`src/rtl/ex_div.sv`:
```
// ex_div - multi-cycle restoring divider that sits beside the execute stage.
//
// Produces quotient and remainder one bit per clock for DIV (signed) and DIVU
// (unsigned). The execute stage holds start_i and stalls until ready_o is high.
// The result then stays stable for as long as start_i remains high.
//
// Ports
//   clk           clock
//   rst           synchronous reset, active-high
//   signed_div_i  1 = two's complement DIV, 0 = DIVU
//   opdata1_i     dividend
//   opdata2_i     divisor
//   start_i       request or hold a division
//   annul_i       cancel the division in flight (pipeline flush)
//   result_o      {remainder, quotient}, registered
//   ready_o       result_o valid, registered
//
// States
//   state    | meaning
//   S_FREE   | idle; waits for start_i, outputs held at zero
//   S_BYZERO | divisor was zero; two-edge dwell, then a zero result
//   S_ON     | one restoring step per edge until DATA_W steps are done
//   S_END    | result valid; held until start_i drops
//
// CNT_W must satisfy 2**CNT_W > DATA_W so that the counter can reach DATA_W.

module ex_div #(
    parameter int DATA_W = 32,
    parameter int CNT_W  = 6
) (
    input  logic                  clk,
    input  logic                  rst,
    input  logic                  signed_div_i,
    input  logic [DATA_W-1:0]     opdata1_i,
    input  logic [DATA_W-1:0]     opdata2_i,
    input  logic                  start_i,
    input  logic                  annul_i,
    output logic [2*DATA_W-1:0]   result_o,
    output logic                  ready_o
);

    typedef enum logic [1:0] {
        S_FREE,
        S_BYZERO,
        S_ON,
        S_END
    } state_t;

    localparam logic [CNT_W-1:0] CNT_DONE = CNT_W'(DATA_W);
    localparam logic [CNT_W-1:0] CNT_ONE  = CNT_W'(1);

    state_t              state;
    logic [CNT_W-1:0]    cnt;
    logic [DATA_W-1:0]   dvd_q;     // dividend magnitude, shifted left one bit per step
    logic [DATA_W-1:0]   dvs_q;     // divisor magnitude
    logic [DATA_W-1:0]   rem_q;     // partial remainder
    logic [DATA_W-1:0]   quot_q;    // quotient bits, shifted in from the LSB
    logic                sgn_q;     // latched signed_div_i
    logic                s1_q;      // dividend sign bit
    logic                s2_q;      // divisor sign bit

    logic [DATA_W-1:0]   op1_mag;
    logic [DATA_W-1:0]   op2_mag;
    logic [DATA_W:0]     rem_shift;
    logic [DATA_W-1:0]   rem_sub;
    logic                fits;
    logic [DATA_W-1:0]   quot_fix;
    logic [DATA_W-1:0]   rem_fix;

    always_comb begin
        op1_mag   = opdata1_i;
        op2_mag   = opdata2_i;
        if (signed_div_i && opdata1_i[DATA_W-1]) begin
            op1_mag = -opdata1_i;
        end
        if (signed_div_i && opdata2_i[DATA_W-1]) begin
            op2_mag = -opdata2_i;
        end

        // The compare needs DATA_W+1 bits: after the shift, R can exceed
        // the largest divisor. The difference itself always fits in DATA_W
        // bits because R < 2*divisor, so it is taken modulo 2**DATA_W.
        rem_shift = {rem_q, dvd_q[DATA_W-1]};
        fits      = (rem_shift >= {1'b0, dvs_q});
        rem_sub   = rem_shift[DATA_W-1:0] - dvs_q;

        // The most negative dividend divided by -1 wraps back to itself.
        // No trap is raised in that case.
        quot_fix  = (sgn_q && (s1_q ^ s2_q)) ? -quot_q : quot_q;
        rem_fix   = (sgn_q && s1_q) ? -rem_q : rem_q;
    end

    always_ff @(posedge clk) begin
        if (rst) begin
            state    <= S_FREE;
            cnt      <= '0;
            ready_o  <= 1'b0;
            result_o <= '0;
            dvd_q    <= '0;
            dvs_q    <= '0;
            rem_q    <= '0;
            quot_q   <= '0;
            sgn_q    <= 1'b0;
            s1_q     <= 1'b0;
            s2_q     <= 1'b0;
        end else begin
            case (state)
                S_FREE: begin
                    ready_o  <= 1'b0;
                    result_o <= '0;
                    if (start_i && !annul_i) begin
                        cnt <= '0;
                        if (opdata2_i == '0) begin
                            state <= S_BYZERO;
                        end else begin
                            state  <= S_ON;
                            dvd_q  <= op1_mag;
                            dvs_q  <= op2_mag;
                            rem_q  <= '0;
                            quot_q <= '0;
                            sgn_q  <= signed_div_i;
                            s1_q   <= opdata1_i[DATA_W-1];
                            s2_q   <= opdata2_i[DATA_W-1];
                        end
                    end
                end

                S_BYZERO: begin
                    // The counter provides the second dwell edge, so ready_o
                    // rises after the edge two past the start edge.
                    if (cnt == '0) begin
                        cnt <= CNT_ONE;
                    end else begin
                        state    <= S_END;
                        result_o <= '0;
                        ready_o  <= 1'b1;
                    end
                end

                S_ON: begin
                    if (annul_i) begin
                        state    <= S_FREE;
                        ready_o  <= 1'b0;
                        result_o <= '0;
                    end else if (cnt != CNT_DONE) begin
                        dvd_q <= {dvd_q[DATA_W-2:0], 1'b0};
                        if (fits) begin
                            rem_q  <= rem_sub;
                            quot_q <= {quot_q[DATA_W-2:0], 1'b1};
                        end else begin
                            rem_q  <= rem_shift[DATA_W-1:0];
                            quot_q <= {quot_q[DATA_W-2:0], 1'b0};
                        end
                        cnt <= cnt + CNT_ONE;
                    end else begin
                        state    <= S_END;
                        result_o <= {rem_fix, quot_fix};
                        ready_o  <= 1'b1;
                    end
                end

                S_END: begin
                    if (!start_i) begin
                        state    <= S_FREE;
                        ready_o  <= 1'b0;
                        result_o <= '0;
                    end
                end

                default: begin
                    state    <= S_FREE;
                    ready_o  <= 1'b0;
                    result_o <= '0;
                end
            endcase
        end
    end

endmodule

```
`config.mk`:
```
export PLATFORM = sky130hd
export DESIGN_NAME = ex_div
export DESIGN_NICKNAME = d
export VERILOG_FILES = /design/src/rtl/ex_div.sv
export SDC_FILE = /design/constraint.sdc
export NUM_CORES = 1
export LEC_CHECK = 0
export BUFFER_PORTS_ARGS = -buffer_cell sky130_fd_sc_hd__buf_2
export CORE_MARGIN = 5
export CORE_UTILIZATION = 45
export DETAILED_ROUTE_END_ITERATION = 8
export PLACE_DENSITY = 0.64
export SLEW_MARGIN = 40
export SYNTH_ARGS = -nofsm -noshare
export SYNTH_HDL_FRONTEND = slang
export SYNTH_SLANG_ARGS = --single-unit
```
`constraint.sdc`:
```
create_clock -name clk -period 4.1 [get_ports clk]
set_clock_uncertainty 0.1 [all_clocks]
set_input_delay 0.82 -clock clk [delete_from_list [all_inputs] [get_ports clk]]
set_output_delay 0.82 -clock clk [all_outputs]
set_load 0.05 [all_outputs]
```
### After elaboration in Yosys (flattened, before gate mapping)

Index checks and enable logic that the tools add are counted.

* $add $sub $neg: 6
* order comparisons: 1
* equal/unequal tests: 12
* mux-type cells: 41
* bitwise gates (word level): 2
* reduce and logical (&&, ||, !) cells: 16

Operators by type and width (count)
* 32-bit 2-to-1 mux: 15
* 64-bit 2-to-1 mux: 4
* 64-bit one-hot mux with 4 select lines: 1
* 32-bit one-hot mux with 2 select lines: 3
* 32-bit negation: 4
* 33-bit by 32-bit >= comparator with 1-bit output: 1
* 32-bit logical NOT: 1
* 32-bit subtractor: 1
* 6-bit 2-to-1 mux: 4
* 6-bit one-hot mux with 3 select lines: 1
* 2-bit inequality test, second input constant: 7
* 2-bit 2-to-1 mux: 6
* 5-bit AND reduction: 2
* 2-bit one-hot mux with 4 select lines: 1
* 6-bit by 1-bit adder with 6-bit output, second input constant: 1
* 6-bit logical NOT: 1
* 6-bit inequality test, second input constant: 1
* 3-bit AND reduction: 2
* 1-bit logical AND: 5
* 1-bit 2-to-1 mux: 5
* 2-bit == test, second input constant: 2
* 1-bit one-hot mux with 4 select lines: 1
* 4-bit AND reduction: 1
* 3-bit inequality test, second input constant: 1
* other kinds (7): 7

* register bits after elaboration: 204
* input bits: 69
* output and inout port bits: 65
* word-level logic and storage cells: 89

### Longest topological paths before layout

* depth after elaboration: 6
* mapped depth: 12
* gate-level depth less buffers: 12

### Worst setup path after synthesis

No wires, ideal clock.

* path type: input -> register
* start: in opdata2_i[14]
* end: reg dvd_q[28]
* setup time: 0.132 ns
* arrival time: 3.159 ns
* data required time: 3.868 ns
* path slack: 0.709 ns
* stages: 9
* path buffers: 2
* path through: or4_1 -> or3_4 -> or4b_4 -> o211a_1 -> a2bb2oi_1 -> buf_2 -> buf_6 -> o211ai_1 -> a21oi_1

* cells in the longest elaborated chain, start to end: 3

RTL lines
* start: declaration: line 35 `input logic [DATA_W-1:0] opdata2_i,`
* 32-bit logical NOT: line 113 `if (opdata2_i == '0) begin`
* 2-bit inequality test (no line)
* 5-bit AND reduction (no line)
* end signal: assignment: line 117 `dvd_q <= op1_mag;`
* end signal: assignment: line 146 `dvd_q <= {dvd_q[DATA_W-2:0], 1'b0};`
* end: declaration: line 54 `logic [DATA_W-1:0] dvd_q;`

Every way passes these cells.
A chain may end at the register's enable or synchronous reset.

### Worst setup path after layout

* start: reg rem_q[21]
* end: reg rem_q[22]

* cells in the longest elaborated chain, start to end: 5
* elaborated cells between the ends (all ways): 6
* classes of those cells: add/sub: 1; order compare: 1; mux: 4

RTL lines
* start: declaration: line 56 `logic [DATA_W-1:0] rem_q;`
* start signal: assignment: line 148 `rem_q <= rem_sub;`
* start signal: assignment: line 151 `rem_q <= rem_shift[DATA_W-1:0];`
* 32-bit subtractor / 33-bit by 32-bit >= comparator with 1-bit output (equally long branches): line 85, 84
* 32-bit 2-to-1 mux (*): line 147 `if (fits) begin`
* 32-bit 2-to-1 mux (*): line 145 `end else if (cnt != CNT_DONE) begin`
* 32-bit 2-to-1 mux (*): line 141 `if (annul_i) begin`
* 32-bit one-hot mux with 2 select lines (*): line 107 `case (state)`

Mark *: on every way between the ends. The rest lies on a longest branch, timed or not. The select of a mux whose other input is x is not followed.

==> metrics.txt <==
outcome completed; Max VDD drop 0.2783 mV; CTS Buffer Depth 3; Hold WS 342.2 ps; final max-slew violation count 0; RSZ-0062 raised after global routing no; CP endpoint kind flip-flop; post-CTS sizing 0; post-DP HPWL 23370 um; Synth top area share 34.21%; # H-tree levels 1; PD cells 444.1 nW/um2; leakage power 0.005360 uW; Post-Syn Area per Cell 7.863 um2; fin crit share 84.54%; Max Cap Violations 0; Top-Level Pins 134; TritonCTS Sinks 204; vias in the first global route 10320; number of setup buffers added after CTS 0; Mapped Cells 1518; clk slew on worst S/H paths 50 ps; crit path launch type flip-flop; First DRT Iteration DRCs 820; setup TNS 0 ps; Hold Path Class reg2reg; CTS hold repair buffers 0; Cell variety after synth 64; sequential-to-total area share from yosys stat 34.21%; Die Area 29880 um2; clk_lat worst skew 520 ps; PortBufs 133; Post-synth EDFFs 0; Die Height 172.9 um; TritonCTS Buffers 24; kind of critical path reg2reg; Syn. warnings 0; GRT Util Overall 20.11%; Detailed Routing Iterations Pass 1 5; initial antenna violation count 0; post-synthesis cell area 11940 um2; DRC viols 0; largest cells by area after synthesis dfxtp_1 34%, xnor2_1 5.7%, nor2_1 5.7%; die width 172.9 um; Rows 59; post-synthesis register bit count 204; WL final 31660 um; fin nets 1719; synthesized net count 1632; CTS tree built; f_max 0.2885 GHz; Setup Viol. Count Final 0; synth-to-layout area growth 13.81%; GPL Wtd Cong 0.9003; Power Total 6033 uW; post-route ant nets 0; min Tclk post-route 3466 ps; ys flop type dfxtp_1; first-pass GRT wire length 52310 um; number of diodes 0; Crit Path Max Fanout 32; Required @ worst endpoint 4390 ps; worst-margin pin slew 766.7 ps; remaining global-route overflow 0; number of vias per cell 5.689; total core area 26060 um2; largest net degree at the start of global routing 109; CTS root buf clkbuf_16; vias post-DR 11110; Worst slew margin 48.42%; endpoints failing hold 0; share of cells above drive strength 1 12.98%; Worst Path Arrival 3760 ps; routed len/inst 16.21 um; post-synthesis async set-or-reset flop share 0%; Filler Cell Count 2509; Synth area leader dfxtp_1; Initial Utilization 45.81%
-- critical path: stages (launching register included) --
cell and delay (ps):
dfxtp_1 400, ha_1 500, and4_1 340, nor2b_1 280, or4b_1 540, o21a_1 210
o21ai_1 360, nor3b_2 120, buf_12 190, a221o_1 300
-- Yosys cell counts, types with 3 or more instances --
| master | instances |
|---|---|
| nand3_1 | 20 |
| o31ai_1 | 22 |
| nor4_1 | 14 |
| a211oi_1 | 30 |
| xor2_1 | 72 |
| buf_6 | 9 |
| o21a_1 | 6 |
| nand3b_1 | 5 |
| o21ai_1 | 35 |
| nor2b_1 | 8 |
| ha_1 | 44 |
| xnor2_1 | 78 |
| buf_2 | 7 |
| o41ai_1 | 19 |
| a41oi_1 | 3 |
| nor3_1 | 37 |
| inv_1 | 62 |
| o211ai_1 | 26 |
| o31a_1 | 3 |
| a22oi_1 | 88 |
| o21ai_0 | 74 |
| nor2_1 | 180 |
| mux2i_1 | 7 |
| o21bai_1 | 5 |
| or4_1 | 14 |
| nand2b_1 | 13 |
| and2_1 | 10 |
| nand2_1 | 140 |
| a31oi_1 | 8 |
| or2_2 | 5 |
| a21oi_1 | 122 |
| nand4_1 | 10 |
| or3_1 | 14 |
| clkbuf_1 | 77 |
| a21o_1 | 9 |
| dfxtp_1 | 204 |
| a311oi_1 | 3 |
-- metrics by stage --
stage                     area (um2)  setup slack, ps  std cells  util, %
after floorplan                11940            708.9       1518        -
after global placement         12860            268.9       1914    49.34
after detailed placement       12860            213.1       1914    49.36
after CTS                      13580            677.0       1953    52.12
after global routing           13580            497.3       1953    52.13
final                          13580            633.8       1953    52.13
-- final timing paths --
path / cells after the start / startpoint / to / slack (ps)
worst min-delay path: 2 / result_o[58]$_SDFFE_PP0P_ / result_o[58]$_SDFFE_PP0P_ / 340
worst max-delay path: 9 / rem_q[21]$_SDFFE_PP0P_ / rem_q[22]$_SDFFE_PP0P_ / 630
worst max register to register: 9 / rem_q[21]$_SDFFE_PP0P_ / rem_q[22]$_SDFFE_PP0P_ / 630
worst min register to register: 2 / result_o[58]$_SDFFE_PP0P_ / result_o[58]$_SDFFE_PP0P_ / 340
-- cell type report --
cell class,count,area [um2],area share (%)
repair buffers,156,890.9,6.558
inverters,63,236.5,1.741
multi-input cells,1156,7234,53.26
clock buffers,34,678.2,4.992
well taps,335,419.2,3.086
clock inverters,5,41.29,0.3040
flip-flops and latches,204,4084,30.06
-- power breakdown --
part | internal, uW | switching (uW)
clock network | 1140 | 817
logic | 635 | 1230
registers | 2130 | 85.3
-- cells in the final DEF, fill, tap and decap left out, types with 30 or more instances in the layout --
| cell | n |
|---|---|
| dfxtp_1 | 204 |
| a21oi_1 | 122 |
| a22oi_1 | 88 |
| ha_1 | 44 |
| nand2_1 | 140 |
| xnor2_1 | 78 |
| o21ai_0 | 73 |
| nor2_1 | 178 |
| o21ai_1 | 35 |
| inv_1 | 62 |
| nor3_1 | 37 |
| a211oi_1 | 30 |
| buf_2 | 132 |
| xor2_1 | 72 |
-- registers in the layout, indices dropped and copies added, names as in the netlist --
name	flops
ready_o	1
result_o	64
sgn_q	1
rem_q	32
dvd_q	32
s1_q	1
dvs_q	32
s2_q	1
cnt	6
state	2
quot_q	32
-- per-layer routing --
metal	vias to the layer above	track usage [%]	part of all wire, %	wire length (um)
met1	5193	28.28	47	14940
met3	50	3.188	5.4	1720
li1	5594	-	-	-
met5	-	0	0	0
met2	274	32.58	45	14340
met4	0	4.717	2.1	664
-- cells by family (layout without fill, tap and decap cells) --
| family | after synthesis | count (layout) | share of synthesized area (%) |
|---|---|---|---|
| flops | 204 | 204 | 34.21 |
| xor+xnor | 150 | 150 | 11.01 |
| simple gates | 485 | 485 | 18.70 |
| mux | 7 | 7 | 0.5870 |
| fa+ha+maj | 45 | 45 | 4.780 |
| compound gates | 469 | 469 | 25.11 |
| buf+inv | 158 | 258 | 5.608 |
No activity file was read; power rests on OpenSTA's default activity.
